<file path="src/rtl/timer_dev.sv">
// Bus-mapped 32-bit down-counting timer with one-shot interrupt (IDLE/LOAD/CNT/INT).
// Define TIMER_AUTO_RELOAD_EN to enable Mode 01 periodic reload.
module timer_dev (
  input  logic        clk,
  input  logic        reset,
  input  logic [3:2]  addr,
  input  logic        we,
  input  logic [31:0] din,
  output logic [31:0] dout,
  output logic        irq
);

  typedef enum logic [1:0] {
    IDLE = 2'd0,
    LOAD = 2'd1,
    CNT  = 2'd2,
    INT  = 2'd3
  } state_e;

  state_e      state_q, state_d;
  logic        en_q, en_d;
  logic [1:0]  mode_q, mode_d;
  logic        im_q, im_d;
  logic [31:0] preset_q, preset_d;
  logic [31:0] count_q, count_d;
  logic        pend_q, pend_d;
  logic        wr_ctrl, wr_pre, reload;

  assign wr_ctrl = we && (addr == 2'd0);
  assign wr_pre  = we && (addr == 2'd1);

`ifdef TIMER_AUTO_RELOAD_EN
  assign reload = (mode_q == 2'b01);
`else
  assign reload = 1'b0;
`endif

  always_comb begin
    state_d  = state_q;
    en_d     = en_q;
    mode_d   = mode_q;
    im_d     = im_q;
    preset_d = preset_q;
    count_d  = count_q;
    pend_d   = pend_q;
    unique case (state_q)
      IDLE: if (en_q) state_d = LOAD;
      LOAD: begin
        count_d = preset_q;
        state_d = CNT;
      end
      CNT: begin
        if (!en_q) begin
          state_d = IDLE;
        end else if (count_q > 32'd1) begin
          count_d = count_q - 32'd1;
        end else begin
          count_d = 32'd0;
          state_d = INT;
        end
      end
      INT: begin
        if (reload) begin
          state_d = LOAD;
        end else begin
          en_d    = 1'b0;
          state_d = IDLE;
        end
      end
    endcase
    // Bus writes come after the FSM so they win over the INT enable clear
    if (wr_ctrl) begin
      en_d = din[0];
      im_d = din[3];
`ifdef TIMER_AUTO_RELOAD_EN
      mode_d = din[2:1];
`else
      mode_d = 2'b00;
`endif
    end
    if (wr_pre) preset_d = din;
    if (wr_ctrl || wr_pre) pend_d = 1'b0;
    if (state_q == INT) pend_d = 1'b1;
  end

  always_ff @(posedge clk) begin
    if (reset) begin
      state_q  <= IDLE;
      en_q     <= 1'b0;
      mode_q   <= 2'b00;
      im_q     <= 1'b0;
      preset_q <= 32'd0;
      count_q  <= 32'd0;
      pend_q   <= 1'b0;
    end else begin
      state_q  <= state_d;
      en_q     <= en_d;
      mode_q   <= mode_d;
      im_q     <= im_d;
      preset_q <= preset_d;
      count_q  <= count_d;
      pend_q   <= pend_d;
    end
  end

  always_comb begin
    dout = 32'd0;
    case (addr)
      2'd0:    dout = {28'd0, im_q, mode_q, en_q};
      2'd1:    dout = preset_q;
      2'd2:    dout = count_q;
      default: dout = 32'd0;
    endcase
  end

  assign irq = im_q & pend_q;

endmodule
</file>
<file path="config.mk">
export PLATFORM = sky130hd
export DESIGN_NAME = timer_dev
export DESIGN_NICKNAME = d
export VERILOG_FILES = /design/src/rtl/timer_dev.sv
export SDC_FILE = /design/constraint.sdc
export NUM_CORES = 1
export LEC_CHECK = 0
export ABC_AREA = 1
export BUFFER_PORTS_ARGS = -buffer_cell sky130_fd_sc_hd__buf_2
export CORE_ASPECT_RATIO = 1.5
export CORE_UTILIZATION = 50
export CTS_CLUSTER_DIAMETER = 80
export DETAILED_ROUTE_END_ITERATION = 8
export HOLD_SLACK_MARGIN = 0.05
export PLACE_DENSITY = 0.86
export SYNTH_ARGS = -nofsm -noshare
export SYNTH_HDL_FRONTEND = slang
export SYNTH_SLANG_ARGS = --single-unit
export TNS_END_PERCENT = 30
</file>
<file path="constraint.sdc">
create_clock -name clk -period 1.56 [get_ports clk]
set_clock_uncertainty 0.15 [all_clocks]
set_input_delay 0.156 -clock clk [delete_from_list [all_inputs] [get_ports clk]]
set_output_delay 0.156 -clock clk [all_outputs]
set_load 0.1 [all_outputs]
</file>
==> tab_implementation.tex, run 1 <==
\begin{tabular}{lr}
\hline
Metric & Value \\
\hline
\multicolumn{2}{l}{\textbf{Yosys}} \\
Most frequently used flop master after synthesis & sky130\_fd\_sc\_hd\_\_dfxtp\_1 \\
Total standard cell area after synthesis & 3970 µm² \\
Synth Net Count & about 640 \\
Number of distinct library cells after synthesis & 27 \\
FFs w/ async S/R, synth & 0 \\
Per-instance average area after synthesis & 6.67 µm² \\
FF+latch count, synth & 69 \\
EDFF count, synth & 0 \\
Yosys warning total & 0 \\
Gate count of the mapped netlist & 596 \\
Share of synthesized area occupied by flip-flops and latches & 0.348 \\
\multicolumn{2}{l}{\textbf{Clock network}} \\
Total number of H-tree levels & 3 \\
Clock tree sinks & around 70 \\
Clock root buffer & sky130\_fd\_sc\_hd\_\_clkbuf\_16 \\
Longest Clk Path Bufs & 2 \\
Number of buffers inserted during clock tree synthesis & 9 \\
\multicolumn{2}{l}{\textbf{Die}} \\
Die boundary height & 111 µm \\
Die Wd & 74.8 µm \\
Number of top-level design ports & 70 \\
Count of standard-cell rows & 39 \\
Initial core utilization & 0.519 \\
\multicolumn{2}{l}{\textbf{Outcome}} \\
Result of the run & aborted with a tool error \\
Last step reached & 5\_1\_grt \\
Error message & [ERROR GRT-0232] Routing congestion too high. Check the congestion heatmap in the GUI. \\
\multicolumn{2}{l}{\textbf{Global route}} \\
GRT Overall Usage & 0.752 \\
Pin count of the biggest net entering global routing & 38 \\
Aggregate global routing overflow & 59 \\
\multicolumn{2}{l}{\textbf{Placed design}} \\
Inst Count DP & 828 \\
Placed wire-length estimate after detailed placement & about 10 mm \\
Number of buffers inserted by port buffering & 69 \\
GPL Wtd Cong & 1.08 \\
\multicolumn{2}{l}{\textbf{STA}} \\
Last reported worst endpoint of the global-route repair pass & count\_q[23]\$\_SDFFE\_PP0P\_/D \\
Worst EP kind & sequential cell input \\
\hline
\end{tabular}
[metrics by stage]
step                hold WS (ps)  utilization  setup slack [ps]  cell area, µm²  TNS (ps)
floorplan                   75.1            -              -633            4370    -10570
detailed placement           272        0.773              -308            5930     -7660
CTS                          137        0.912              -230            6990     -6070
global placement             254        0.773              -161            5930     -4010
[cells in the mapped netlist (10+ instances only)]
| cell | number | area [µm²] |
|---|---|---|
| sky130_fd_sc_hd__xor2_1 | 10 | 87.6 |
| sky130_fd_sc_hd__o22ai_1 | 29 | 181 |
| sky130_fd_sc_hd__a21oi_1 | 89 | 445 |
| sky130_fd_sc_hd__o21ai_0 | 75 | 375 |
| sky130_fd_sc_hd__a21oi_2 | 10 | 87.6 |
| sky130_fd_sc_hd__nand2_1 | 88 | 330 |
| sky130_fd_sc_hd__nand3_1 | 21 | 105 |
| sky130_fd_sc_hd__dfxtp_1 | 69 | 1380 |
| sky130_fd_sc_hd__nor2_1 | 60 | 225 |
| sky130_fd_sc_hd__clkbuf_1 | 26 | 97.6 |
| sky130_fd_sc_hd__nand3_2 | 13 | 130 |
| sky130_fd_sc_hd__inv_1 | 77 | 289 |
[cell families after synthesis]
kind of cell / synth area share
AOI/OAI and AO/OA: 0.285
DFF: 0.348
xor gates and xnor gates: 0.0220
adders and majority gates: 0.00630
buffers and inverters: 0.109
and+or+nand+nor: 0.230
[metal layers]
metal / overflow / global-route usage
met3: 1 / 0.533
met1: 0 / 0.788
met2: 33 / 0.923
met5: 0 / 0
met4: 25 / 0.753
[repair_timing]
action	in CTS
setup endpoints to repair	65
hold buffers	34
cloned	1
resized for setup	124
buffers inserted	3
endpoints found under the hold margin	37
pin swaps	40
==> run 2: changes to the inputs <==
--- a/config.mk
+++ b/config.mk
@@ -7,12 +7,9 @@
 export LEC_CHECK = 0
 export ABC_AREA = 1
 export BUFFER_PORTS_ARGS = -buffer_cell sky130_fd_sc_hd__buf_2
-export CORE_ASPECT_RATIO = 1.5
-export CORE_UTILIZATION = 50
-export CTS_CLUSTER_DIAMETER = 80
+export CORE_UTILIZATION = 35
 export DETAILED_ROUTE_END_ITERATION = 8
-export HOLD_SLACK_MARGIN = 0.05
-export PLACE_DENSITY = 0.86
+export PLACE_DENSITY_LB_ADDON = 0.15
 export SYNTH_ARGS = -nofsm -noshare
 export SYNTH_HDL_FRONTEND = slang
 export SYNTH_SLANG_ARGS = --single-unit
==> constraint.sdc (replaced) <==
create_clock -name clk -period 2 [get_ports clk]
set_clock_uncertainty 0.15 [all_clocks]
set_input_delay 0.2 -clock clk [delete_from_list [all_inputs] [get_ports clk]]
set_output_delay 0.2 -clock clk [all_outputs]
set_load 0.1 [all_outputs]
==> tab_implementation.tex, run 2 <==
\begin{tabular}{lr}
\hline
Metric & Value \\
\hline
\multicolumn{2}{l}{\textbf{Power and ir drop}} \\
Sequential fraction of design power & 0.362 \\
Peak supply drop & 598 µV \\
Pwr Density & 721 nW/µm² \\
Cell leakage power & 2.31 nW \\
Cell-internal power & 0.00284 W \\
Total power consumption of the routed design & just over 0.004 W \\
Fraction of power consumed by the clock network & 0.417 \\
Switching share of power & 0.298 \\
Switching Power & 0.00121 W \\
Portion of total power attributed to combinational logic & 0.221 \\
\multicolumn{2}{l}{\textbf{Die}} \\
Initial core utilization & 0.363 (was 0.519) \\
Area enclosed by the die boundary & 11,800 µm² \\
Die Wd & 109 µm (was 74.8 µm) \\
Number of top-level design ports & 70 (unchanged) \\
Count of standard-cell rows & 38 (was 39) \\
Die boundary height & 109 µm (was 111 µm) \\
Core Area & 10,900 µm² \\
\multicolumn{2}{l}{\textbf{Run}} \\
Number of max-capacitance violations reported & 0 \\
\multicolumn{2}{l}{\textbf{Route}} \\
DRT Wirelength & 12.2 mm \\
Number of iterations in the first detailed-routing pass & 5 \\
Number of vias per cell & just over 5 \\
Vias after detailed routing & around 4,200 \\
Number of nets with antenna violations after routing & 0 \\
Starting DRC count in detailed routing & 183 \\
Drt wl/cell & $\sim$15 µm \\
Final routed DRC violation total & 0 \\
\multicolumn{2}{l}{\textbf{Layout}} \\
Diode insertion count for antenna repair & 0 \\
Most frequent cells in the layout & 89 x sky130\_fd\_sc\_hd\_\_a21oi\_1, 87 x sky130\_fd\_sc\_hd\_\_nand2\_1, 76 x sky130\_fd\_sc\_hd\_\_inv\_1 \\
Leading cell type in the layout, fill and taps excluded & sky130\_fd\_sc\_hd\_\_a21oi\_1 \\
Sequential Area & 1380 µm² \\
Registers with the most flip-flops & count\_q x32, preset\_q x32, state\_q x2 \\
FILL cells & 1,114 \\
Final layout net count & 724 \\
Final cell count without fillers & 830 \\
Fraction of final layout cells sized beyond drive strength 1 & 0.216 \\
Synthesis-to-finish area growth & 41.1\% \\
Area used by multi-input combinational logic & 2180 µm² \\
\multicolumn{2}{l}{\textbf{Yosys}} \\
Gate count of the mapped netlist & 596 (unchanged) \\
EDFF count, synth & 0 (unchanged) \\
Per-instance average area after synthesis & 6.67 µm² (unchanged) \\
Most frequently used flop master after synthesis & sky130\_fd\_sc\_hd\_\_dfxtp\_1 (unchanged) \\
Yosys warning total & 0 (unchanged) \\
FFs w/ async S/R, synth & 0 (unchanged) \\
Leading area contributor after synthesis & sky130\_fd\_sc\_hd\_\_dfxtp\_1 (unchanged) \\
Top cells by instance count after synthesis & 89 x sky130\_fd\_sc\_hd\_\_a21oi\_1, 88 x sky130\_fd\_sc\_hd\_\_nand2\_1, 77 x sky130\_fd\_sc\_hd\_\_inv\_1, 75 x sky130\_fd\_sc\_hd\_\_o21ai\_0, 69 x sky130\_fd\_sc\_hd\_\_dfxtp\_1 (unchanged) \\
Share of synthesized area occupied by flip-flops and latches & 0.348 (unchanged) \\
FF+latch count, synth & 69 (unchanged) \\
Total standard cell area after synthesis & 3970 µm² (unchanged) \\
Area share of the leading cell type in the synthesized netlist & 0.348 (unchanged) \\
Number of distinct library cells after synthesis & 27 (unchanged) \\
Synth Net Count & 635 (unchanged) \\
Cell types with the largest area share after synthesis & sky130\_fd\_sc\_hd\_\_dfxtp\_1 35\%, sky130\_fd\_sc\_hd\_\_a21oi\_1 11\%, sky130\_fd\_sc\_hd\_\_o21ai\_0 9.4\% (unchanged) \\
Most common cell in the synthesized netlist & sky130\_fd\_sc\_hd\_\_a21oi\_1 (unchanged) \\
\multicolumn{2}{l}{\textbf{Clock network}} \\
Insertion delay of the later-clocked pin in the worst-skew pair & 330 ps \\
Clock slew at the register clock pins of the worst setup and hold paths & 60 ps \\
Longest Clk Path Bufs & 2 (unchanged) \\
Total number of H-tree levels & 3 (unchanged) \\
Number of buffers inserted during clock tree synthesis & 9 (unchanged) \\
CTS tree & done \\
Clock tree sinks & 69 (unchanged) \\
Clock root buffer & sky130\_fd\_sc\_hd\_\_clkbuf\_16 (unchanged) \\
\multicolumn{2}{l}{\textbf{Setup path}} \\
Worst reg2reg setup slack & 110 ps \\
Crit path arrival time & 1960 ps \\
Critical path start-end classification & reg2reg \\
CP startpoint kind & flop \\
CP Capture Type & flop \\
Critical path fanouts, max & 9 \\
Launching element of the worst setup path & count\_q[1] \\
Launching point of the worst reg2reg path & count\_q[1] \\
Crit path required time & 2070 ps \\
\multicolumn{2}{l}{\textbf{Placed design}} \\
Pre-CTS worst setup slack & 115 ps (was -308 ps) \\
Inst Count DP & 793 (was 828) \\
GPL Wtd Cong & 0.916 (was 1.08) \\
Placed wire-length estimate after detailed placement & 8.71 mm (was 10.4 mm) \\
Number of buffers inserted by port buffering & 69 (unchanged) \\
\multicolumn{2}{l}{\textbf{STA}} \\
Total of endpoints with negative setup slack in the final report & 0 \\
Fin crit share & 0.945 \\
Worst path setup slack after routing & between 100 and 150 ps \\
Maximum frequency from static timing analysis & between 0.5 and 0.6 GHz \\
Fin crit period & roughly 1900 ps \\
Final hold violations & 0 \\
Max-slew headroom & 0.680 \\
Unrepaired setup endpoints after global routing & no \\
Smallest hold slack & 8.14 ps \\
Tightest Pin Transition & 483 ps \\
Number of pins exceeding their max-slew limit in the final report & 0 \\
\multicolumn{2}{l}{\textbf{Worst hold path}} \\
Worst min-delay path startpoint & din[8] \\
Kind of path behind the tightest hold check & in2reg \\
\multicolumn{2}{l}{\textbf{Global route}} \\
Vias in the first global route & roughly 4,200 \\
GRT Overall Usage & 0.220 \\
Initial antenna violation count & 0 \\
First-pass GRT wire length & 20.2 mm \\
Aggregate global routing overflow & 0 \\
Pin count of the biggest net entering global routing & 44 \\
\multicolumn{2}{l}{\textbf{Outcome}} \\
Result of the run & completed (was aborted with a tool error) \\
\hline
\end{tabular}
-- run 2: what timing repair did --
item                                    in CTS  in global routing
hold endpoints to repair                    18                  0
endpoints found under the setup margin       0                 31
hold buffers                                15                  0
buffers inserted                             0                  4
resized for setup                            0                 10
-- run 2: final timing paths --
check | to | cells after the start
max | count_q[18] | 11
min | preset_q[8] | 3
max reg2reg | count_q[18] | 11
min reg2reg | preset_q[12] | 2
-- run 2: cell type report --
class                           instances  area share
Inverter                               78      0.0522
Sequential cell                        69       0.246
Timing Repair Buffer                  109       0.226
Clock buffer                           12      0.0422
Clock inverter                          4      0.0129
Multi-Input combinational cell        418       0.389
Tap cell                              140      0.0312
-- run 2: worst max-delay path: stages, from the launching register on --
cell and delay [ps]:
sky130_fd_sc_hd__dfxtp_1 320, sky130_fd_sc_hd__inv_1 130, sky130_fd_sc_hd__ha_2 250, sky130_fd_sc_hd__nand2_4 80
sky130_fd_sc_hd__nor2_4 150, sky130_fd_sc_hd__nand2_4 90, sky130_fd_sc_hd__nand2_2 110, sky130_fd_sc_hd__a21oi_4 70
sky130_fd_sc_hd__buf_12 140, sky130_fd_sc_hd__clkbuf_16 160, sky130_fd_sc_hd__nand2_1 70, sky130_fd_sc_hd__a21oi_1 60
-- run 2: per-layer routing --
layer,routed length [µm],part of all wire,GRT usage,up-vias
li1,-,-,-,2179
met2,5880,0.48,0.369,79
met5,0,0,0,-
met3,404,0.033,0.0440,10
met4,129,0.011,0.0627,0
met1,5750,0.47,0.284,1959
-- run 2: power groups by stage --
stage,logic (W),registers (W),clock network (W)
final,0.000893,0.00146,0.00169
after global routing,0.000990,0.00147,0.00177
after CTS,0.000877,0.00146,0.00171
after detailed placement,0.000848,0.00149,0
after global placement,0.000843,0.00149,0
after floorplan,0.000569,0.00148,0
-- run 2: logic make-up after synthesis --
kind of cell,Yosys count,share of synthesized area
buf+inv,109,0.109
xor+xnor,10,0.0220
fa+ha+maj,2,0.00630
compound gates,207,0.285
simple gates,199,0.230
flops,69,0.348
-- run 2: through the flow --
stage	TNS, ps	cell area, µm²	util
final	0	5610	0.513
after global routing	0	5610	0.513
after floorplan	-16970	3970	-
after CTS	0	5490	0.502
after detailed placement	0	5030	0.460
after global placement	0	5030	0.460
(Power assumes the default switching activity.)
